==> src/rtl/packet_builder.sv <==
// packet_builder: serialises a 1..37 byte payload into header/seq/data words.
// Optional define SEQ_INJECT_EN adds a sequence-number override input.
`timescale 1ns/1ps
module packet_builder #(
  parameter int STREAM_BITS = 5
) (
  input  logic         clk,
  input  logic         reset_b,
  input  logic [0:295] payload,
  input  logic [5:0]   payloadBytes,
  input  logic [15:0]  streamId,
  input  logic         payload_val,
  output logic         payload_ready,
`ifdef SEQ_INJECT_EN
  input  logic         seqOverride_en,
  input  logic [31:0]  seqOverride,
`endif
  output logic [31:0]  dataOut,
  output logic         dataOut_val,
  input  logic         dataOut_ready,
  output logic         dataOut_last,
  output logic         lenErr
);

  localparam int NENT = 1 << STREAM_BITS;
  localparam int NW   = 10;

  typedef enum logic [1:0] {
    IDLE,
    SEND_HDR,
    SEND_SEQ,
    SEND_DATA
  } state_t;

  state_t state;
  state_t state_n;

  logic [31:0] seq_tab [NENT];
  logic [31:0] pay_w [NW];
  logic [31:0] seq_q;
  logic [3:0]  nwords_q;
  logic [3:0]  widx_q;
  logic [3:0]  widx_n;

  logic [STREAM_BITS-1:0] idx;
  logic        legal;
  logic        cap;
  logic        take;
  logic [31:0] seq_new;
  logic [31:0] hdr;
  logic [3:0]  nwords_in;
  logic [0:319] pay_mask;
  logic        last_sel;

  logic [31:0] word_n;
  logic        val_n;
  logic        last_n;
  logic        err_n;

  assign idx   = streamId[STREAM_BITS-1:0];
  assign legal = (payloadBytes != 6'd0) && (payloadBytes <= 6'd37);
  assign cap   = payload_val && payload_ready;
  assign hdr   = {({10'd0, payloadBytes} + 16'd8), streamId};

  // Word count is ceil(bytes/4); at most 10 for a legal length.
  assign nwords_in = payloadBytes[5:2] + {3'b000, |payloadBytes[1:0]};

  assign last_sel = (widx_q == (nwords_q - 4'd1));

  // Next sequence number: table entry + 1, or the injected override.
  always_comb begin
    seq_new = seq_tab[idx] + 32'd1;
`ifdef SEQ_INJECT_EN
    if (seqOverride_en) begin
      seq_new = seqOverride;
    end
`endif
  end

  // Zero every byte past the payload length, and the padding past bit 295.
  always_comb begin
    pay_mask = '0;
    for (int k = 0; k < 37; k++) begin
      if (6'(k) < payloadBytes) begin
        pay_mask[8*k +: 8] = payload[8*k +: 8];
      end
    end
  end

  // Next-state and next-output decode.
  always_comb begin
    state_n = state;
    word_n  = dataOut;
    val_n   = dataOut_val;
    last_n  = dataOut_last;
    err_n   = 1'b0;
    widx_n  = widx_q;
    take    = 1'b0;
    unique case (state)
      IDLE: begin
        if (cap) begin
          if (legal) begin
            take    = 1'b1;
            state_n = SEND_HDR;
            word_n  = hdr;
            val_n   = 1'b1;
            last_n  = 1'b0;
            widx_n  = 4'd0;
          end else begin
            err_n = 1'b1;
          end
        end
      end
      SEND_HDR: begin
        if (dataOut_ready) begin
          state_n = SEND_SEQ;
          word_n  = seq_q;
        end
      end
      SEND_SEQ: begin
        if (dataOut_ready) begin
          state_n = SEND_DATA;
          word_n  = pay_w[widx_q];
          last_n  = last_sel;
          widx_n  = widx_q + 4'd1;
        end
      end
      SEND_DATA: begin
        if (dataOut_ready) begin
          if (dataOut_last) begin
            state_n = IDLE;
            word_n  = '0;
            val_n   = 1'b0;
            last_n  = 1'b0;
          end else begin
            word_n = pay_w[widx_q];
            last_n = last_sel;
            widx_n = widx_q + 4'd1;
          end
        end
      end
      default: begin
        state_n = IDLE;
        val_n   = 1'b0;
        last_n  = 1'b0;
      end
    endcase
  end

  // State register.
  always_ff @(posedge clk or negedge reset_b) begin
    if (!reset_b) begin
      state <= IDLE;
    end else begin
      state <= state_n;
    end
  end

  // Registered outputs; payload_ready mirrors the next state being IDLE.
  always_ff @(posedge clk or negedge reset_b) begin
    if (!reset_b) begin
      dataOut       <= '0;
      dataOut_val   <= 1'b0;
      dataOut_last  <= 1'b0;
      lenErr        <= 1'b0;
      payload_ready <= 1'b1;
    end else begin
      dataOut       <= word_n;
      dataOut_val   <= val_n;
      dataOut_last  <= last_n;
      lenErr        <= err_n;
      payload_ready <= (state_n == IDLE);
    end
  end

  // Packet holding registers, loaded on a legal capture.
  always_ff @(posedge clk or negedge reset_b) begin
    if (!reset_b) begin
      for (int i = 0; i < NW; i++) begin
        pay_w[i] <= '0;
      end
      seq_q    <= '0;
      nwords_q <= '0;
      widx_q   <= '0;
    end else begin
      widx_q <= widx_n;
      if (take) begin
        for (int i = 0; i < NW; i++) begin
          pay_w[i] <= pay_mask[32*i +: 32];
        end
        seq_q    <= seq_new;
        nwords_q <= nwords_in;
      end
    end
  end

  // Per-stream last-sent sequence numbers.
  always_ff @(posedge clk or negedge reset_b) begin
    if (!reset_b) begin
      for (int i = 0; i < NENT; i++) begin
        seq_tab[i] <= '0;
      end
    end else if (take) begin
      seq_tab[idx] <= seq_new;
    end
  end

endmodule

==> config.mk <==
export PLATFORM = sky130hd
export DESIGN_NAME = packet_builder
export DESIGN_NICKNAME = d
export VERILOG_FILES = /design/src/rtl/packet_builder.sv
export SDC_FILE = /design/constraint.sdc
export NUM_CORES = 2
export LEC_CHECK = 0
export CAP_MARGIN = 20
export CORE_AREA = 2 2 323 565
export DETAILED_ROUTE_END_ITERATION = 8
export DIE_AREA = 0 0 325 567
export GPL_TIMING_DRIVEN = 0
export HOLD_SLACK_MARGIN = 0.06
export PLACE_DENSITY = 0.5
export SLEW_MARGIN = 30
export SYNTH_ARGS = -nofsm -noshare
export SYNTH_HDL_FRONTEND = slang
export SYNTH_SLANG_ARGS = --single-unit
==> constraint.sdc <==
create_clock -name clk -period 3.1 [get_ports clk]
set_clock_uncertainty 0.1 [all_clocks]
set_input_delay 0.93 -clock clk [delete_from_list [all_inputs] [get_ports clk]]
set_output_delay 0.93 -clock clk [all_outputs]
set_load 0.1 [all_outputs]
======== Word-level counts from Yosys, hierarchy flattened ========
Index checks and enable logic that the tools add are counted.
word-level totals
  flip-flop bits (word level) ............. 1398
  word-level logic and storage cells ...... 206
cells by class
  equality and inequality tests ........... 11
  multiplexer cells ....................... 83
  bitwise logic cells ..................... 2
  reductions and logical operators ........ 13
  magnitude comparators ................... 41
  $add $sub $neg .......................... 5
operators by type and width
  kind                   count
  $bwmux 1024            1
  $mux 32                11
  $mux 8                 37
  $bmux 32 s5            1
  $demux 32 s5           1
  $bmux 32 s4            1
  $pmux 32 s4            1
  $lt 5x6->1 const A     16
  $lt 4x6->1 const A     8
  $add 32x1->32 const B  1
  $lt 6x6->1 const A     5
  $lt 3x6->1 const A     4
  $mux 4                 5
  $mux 1                 15
  $reduce_and 5->1       3
  $ne 2x2->1 const B     7
  $lt 1x6->1 const A     2
  $lt 2x6->1 const A     2
  $mux 2                 6
  $pmux 4 s3             1
  $pmux 2 s4             1
  $add 6x4->7 const B    1
  $ge 6x6->1 const B     1
  $le 6x6->1 const B     1
  19 further kinds       23

======== Longest topological paths before layout ========
  word-level depth ........................ 7
  mapped depth ............................ 17

======== Worst setup path before layout ========
No wires, ideal clock.
  kind .................................... in2reg
  start ................................... input streamId[0]
  end ..................................... register seq_tab[730] in the netlist's numbering
  data arrival time ....................... 3905 ps
  path buffers ............................ 5
  stages on the path ...................... 16
  slack ................................... -1039 ps
  setup time .............................. 134 ps
  cells stage by stage .................... buf_2 > buf_2 > buf_2 > mux2i_1 > o22ai_1 > nor4_1 > nand2_1 > clkbuf_1 > ha_1 > inv_1 > a21oi_1 > and3b_1 > and4_1 > xnor2_1 > clkbuf_1 > o21ai_0
on the way
  longest elaborated chain between the ends .. 6
  elaborated cells on any way between the ends .. 11
RTL lines
  item                                                                line     text
  start: declaration                                                  11       input logic [15:0] streamId,
  $not 5->6 (implied by the code) (*)                                 72, 204
  $bmux 32 s5, or another cell as far along                           72       seq_new = seq_tab[idx] + 32'd1;
  $mux 32 (implied by the code) or $logic_and 1x1->1 (tied branches)  72, 204
  $mux 32 (on tied branches)                                          72, 204
  $add 32x1->32 or $demux 32 s5 (tied branches)                       72, 204
  $bwmux 1024 (*)                                                     204      seq_tab[idx] <= seq_new;
  end signal: indexed assignment                                      204
  end: declaration                                                    38       logic [31:0] seq_tab [NENT];
Every way passes the cells marked *; elsewhere a longest branch is shown, timed or not. The select of a mux whose other input is x is not followed.
A chain may end at the register's enable or synchronous reset.

======== Worst setup path after layout ========
  start ................................... input streamId[4]
  end ..................................... register seq_q[18]
on the way
  longest elaborated chain between the ends .. 5
RTL lines
  item                                        line  text
  $not 5->6 (implied by the code)             72
  $bmux 32 s5                                 72
  $mux 32 (implied by the code) (2 in a row)  72
  $add 32x1->32                               72
  end signal: assignment                      191   seq_q <= seq_new;
  end: declaration                            40    logic [31:0] seq_q;
Every way passes these cells. The select of a mux whose other input is x is not followed.

==> results_dict.tcl <==
set metrics [dict create \
    status "finished, violations left" \
    yosysSeqAreaShare_pct 55.9 \
    startpoint_type "input port" \
    grt-ovfl-total 0 \
    clkLatencyLatePin_ns 0.82 \
    drt_iter0_markers 5219 \
    clock_sinks 1398 \
    synth_nets 6440 \
    routedWlPerCell_um 33.9 \
    fin_total_pwr_mw 46.7 \
    core_um2 180000 \
    max_freq_ghz 0.264 \
    fin_util_pct 45.1 \
    peakVddDrop_mv 0.454 \
    whs_ns 0.0579 \
    fin_cells 9303 \
    drc_errors 0 \
    grt_pass1_vias 54300 \
    grt_pass1_wl_um 433000 \
    cts_tree "yes" \
    fp-row-count 206 \
    r2r_cells 8 \
    vias 53000 \
    gp_congestion 1.02 \
    syn_area_um2 62600 \
    worstPathMaxFanout 10 \
    ys_ff_latch 1398 \
    antenna_found_initial 19 \
    dp_hpwl_um 239000 \
    path_clk_slew_ns 0.07 \
    power.leakage_nw 37.1 \
    drv_slew 0 \
    root_buffer "clkbuf_16" \
    min_path_type "in2async" \
    vias_per_cell 5.70 \
    synth.distinct_cells 67 \
    yosys_warnings 0 \
    async_reset_ff_share_pct 100 \
    netlist_instances 6112 \
    power_density_nw_per_um2 577 \
    fin_crit_sh_pct 122 \
    start_util_pct 34.9 \
    worstPathArrival_ns 4.34 \
    areaGrowthSynthToFinish_pct 29.3 \
    cp_cell_sequence "buf_12, buf_8, or4b_4, buf_12, buf_8, o22ai_4, nor4_2, nand2_2, nand4_4, buf_4, nor2_4, nand4_1, xor2_4, buf_4, clkbuf_8, o21ai_0" \
    ys.flop_type "dfrtp_1" \
    cts_buffer_depth 4 \
    globalRouteTotalUtil_pct 33.8 \
    grt_max_degree 132 \
    postRouteAntennaNets 0 \
    slowest_delay_ns 0.60 \
    drive_gt1_share_pct 20.8 \
    syn_avg_cell_area_um2 10.2 \
    dieWidth_um 325 \
    cts_buffers 147 \
    die_h_um 567 \
    rsz0062_at_grt "yes" \
    layout.nets 7123 \
    drt-total-wl_um 315000 \
    violations "negative setup slack" \
    fin_crit_ns 3.79 \
    path_class "in2reg" \
    max_cap_violations 0 \
    setup_viol 1508 \
    h-tree-depth 4 \
    first_pass_iters 6 \
    critPathCaptureType "flop" \
    dp.cells 8889 \
    required_ns 3.65 \
    ios 358 \
    finalHoldViolCount 0 \
    slew-limit-headroom_pct 30.1 \
    tightestPinTransition_ns 1.05 \
    fp.dieArea_um2 184000 \
    synth_edf_count 0 \
    place.port_buffers 356 \
    slowest_stage "or4b_4" \
    setup_ws_ns -0.693 \
]
## per-stage QoR
stage	instance area [µm²]	setup WS, ns	TNS (ns)
6_report	81000	-0.693	-640.34
5_1_grt	81000	-0.689	-724.46
4_1_cts	79400	-0.647	-602.86
3_5_place_dp	70300	-4.17	-4796.19
3_3_place_gp	69600	-63.86	-
2_1_floorplan	63000	-0.640	-671.59
## power by group
part           switching (mW)  internal (mW)  leakage, nW  total, mW
Clock                    7.86           10.9         2.41       18.7
Sequential              0.665           19.2         19.2       19.9
Combinational            5.42           2.68         15.5       8.10
## Yosys cell counts, types with 18 or more instances
cell type | instances | share of area, %
nor2_1 | 58 | 0.35
nand3_1 | 296 | 2.4
mux2i_1 | 528 | 8.4
o22ai_1 | 249 | 2.5
nor4_1 | 51 | 0.51
a22oi_1 | 18 | 0.22
o21ai_0 | 730 | 5.8
mux2_2 | 197 | 3.5
a21oi_1 | 28 | 0.22
clkbuf_1 | 343 | 2.1
o21ai_1 | 174 | 1.4
nor3_1 | 28 | 0.22
dfrtp_1 | 1397 | 56
buf_4 | 25 | 0.30
nand2_1 | 1541 | 9.2
mux4_2 | 80 | 2.9
buf_1 | 30 | 0.18
buf_2 | 143 | 1.1
## worst max-delay path, delay by kind of cell
kind	cells	cell delay (ns)
xor gates and xnor gates	1	0.32
and+or+nand+nor	6	1.58
AOI/OAI and AO/OA	2	0.24
buffers and inverters	7	1.17
## flip-flops by register name, summed over array words and instances (netlist names), 2 cells and up
| signal | cells |
|---|---|
| state | 2 |
| pay_w | 296 |
| seq_q | 32 |
| widx_q | 4 |
| seq_tab | 1024 |
| nwords_q | 4 |
| dataOut | 32 |
## cells in the final DEF (no fill, tap or decap), drive strengths merged, types with 80 or more instances in the layout
master,count
mux2i,528
o22ai,249
nand3,299
dfrtp,1397
buf,426
clkbuf,528
o21ai,904
mux4,80
mux2,197
clkdlybuf4s50,321
nand2,1541
## timing repair
action / in CTS / in global routing
resized for setup: 910 / 342
endpoints found under the hold margin: 76 / 0
endpoints found under the setup margin: 1604 / 1519
buffers inserted: 93 / 43
cloned: 8 / 9
hold buffers: 1 / 0
pin swaps: 54 / 85
## layer usage
layer / GRT usage [%] / routed length [µm] / vias to the layer above
li1: - / - / 22600
met1: 34.4 / 103000 / 26800
met4: 32.2 / 36300 / 4
met3: 6.16 / 19400 / 1026
met5: 0 / 28 / -
met2: 58.0 / 156000 / 2596
## cells by family after synthesis
family                     count (synthesis)  share of synthesized area (%)
AOI/OAI and AO/OA                       1251                           10.8
DFF                                     1398                           55.9
and+or+nand+nor                         2059                           13.8
xor gates and xnor gates                  41                          0.705
buffers and inverters                    552                           3.78
adders and majority gates                  6                          0.120
muxes                                    805                           14.9
## final timing paths
kind	startpoint	endpoint	slack, ns
worst max-delay path	streamId[4]	seq_q[18]	-0.69
worst min-delay path	reset_b	pay_w[109]	0.06
worst max register to register	widx_q[0]	dataOut[22]	-0.51
worst min register to register	pay_w[253]	pay_w[253]	0.36
max in group asynchronous	reset_b	seq_tab[92]	-0.16
min in group clk	pay_w[253]	pay_w[253]	0.36
## area by class of cell
type / count / area, µm²
antenna: 20 / 50.0
timing repair buffer: 537 / 5830
fill: 17200 / 98700
multi-input combinational: 4162 / 27000
sequential: 1398 / 35000
tap: 2392 / 2990
inverter: 7 / 26.3
clock inverter: 42 / 594
buffer: 542 / 5150
clock buffer: 203 / 4310
Power figures use the tool's default switching activity.
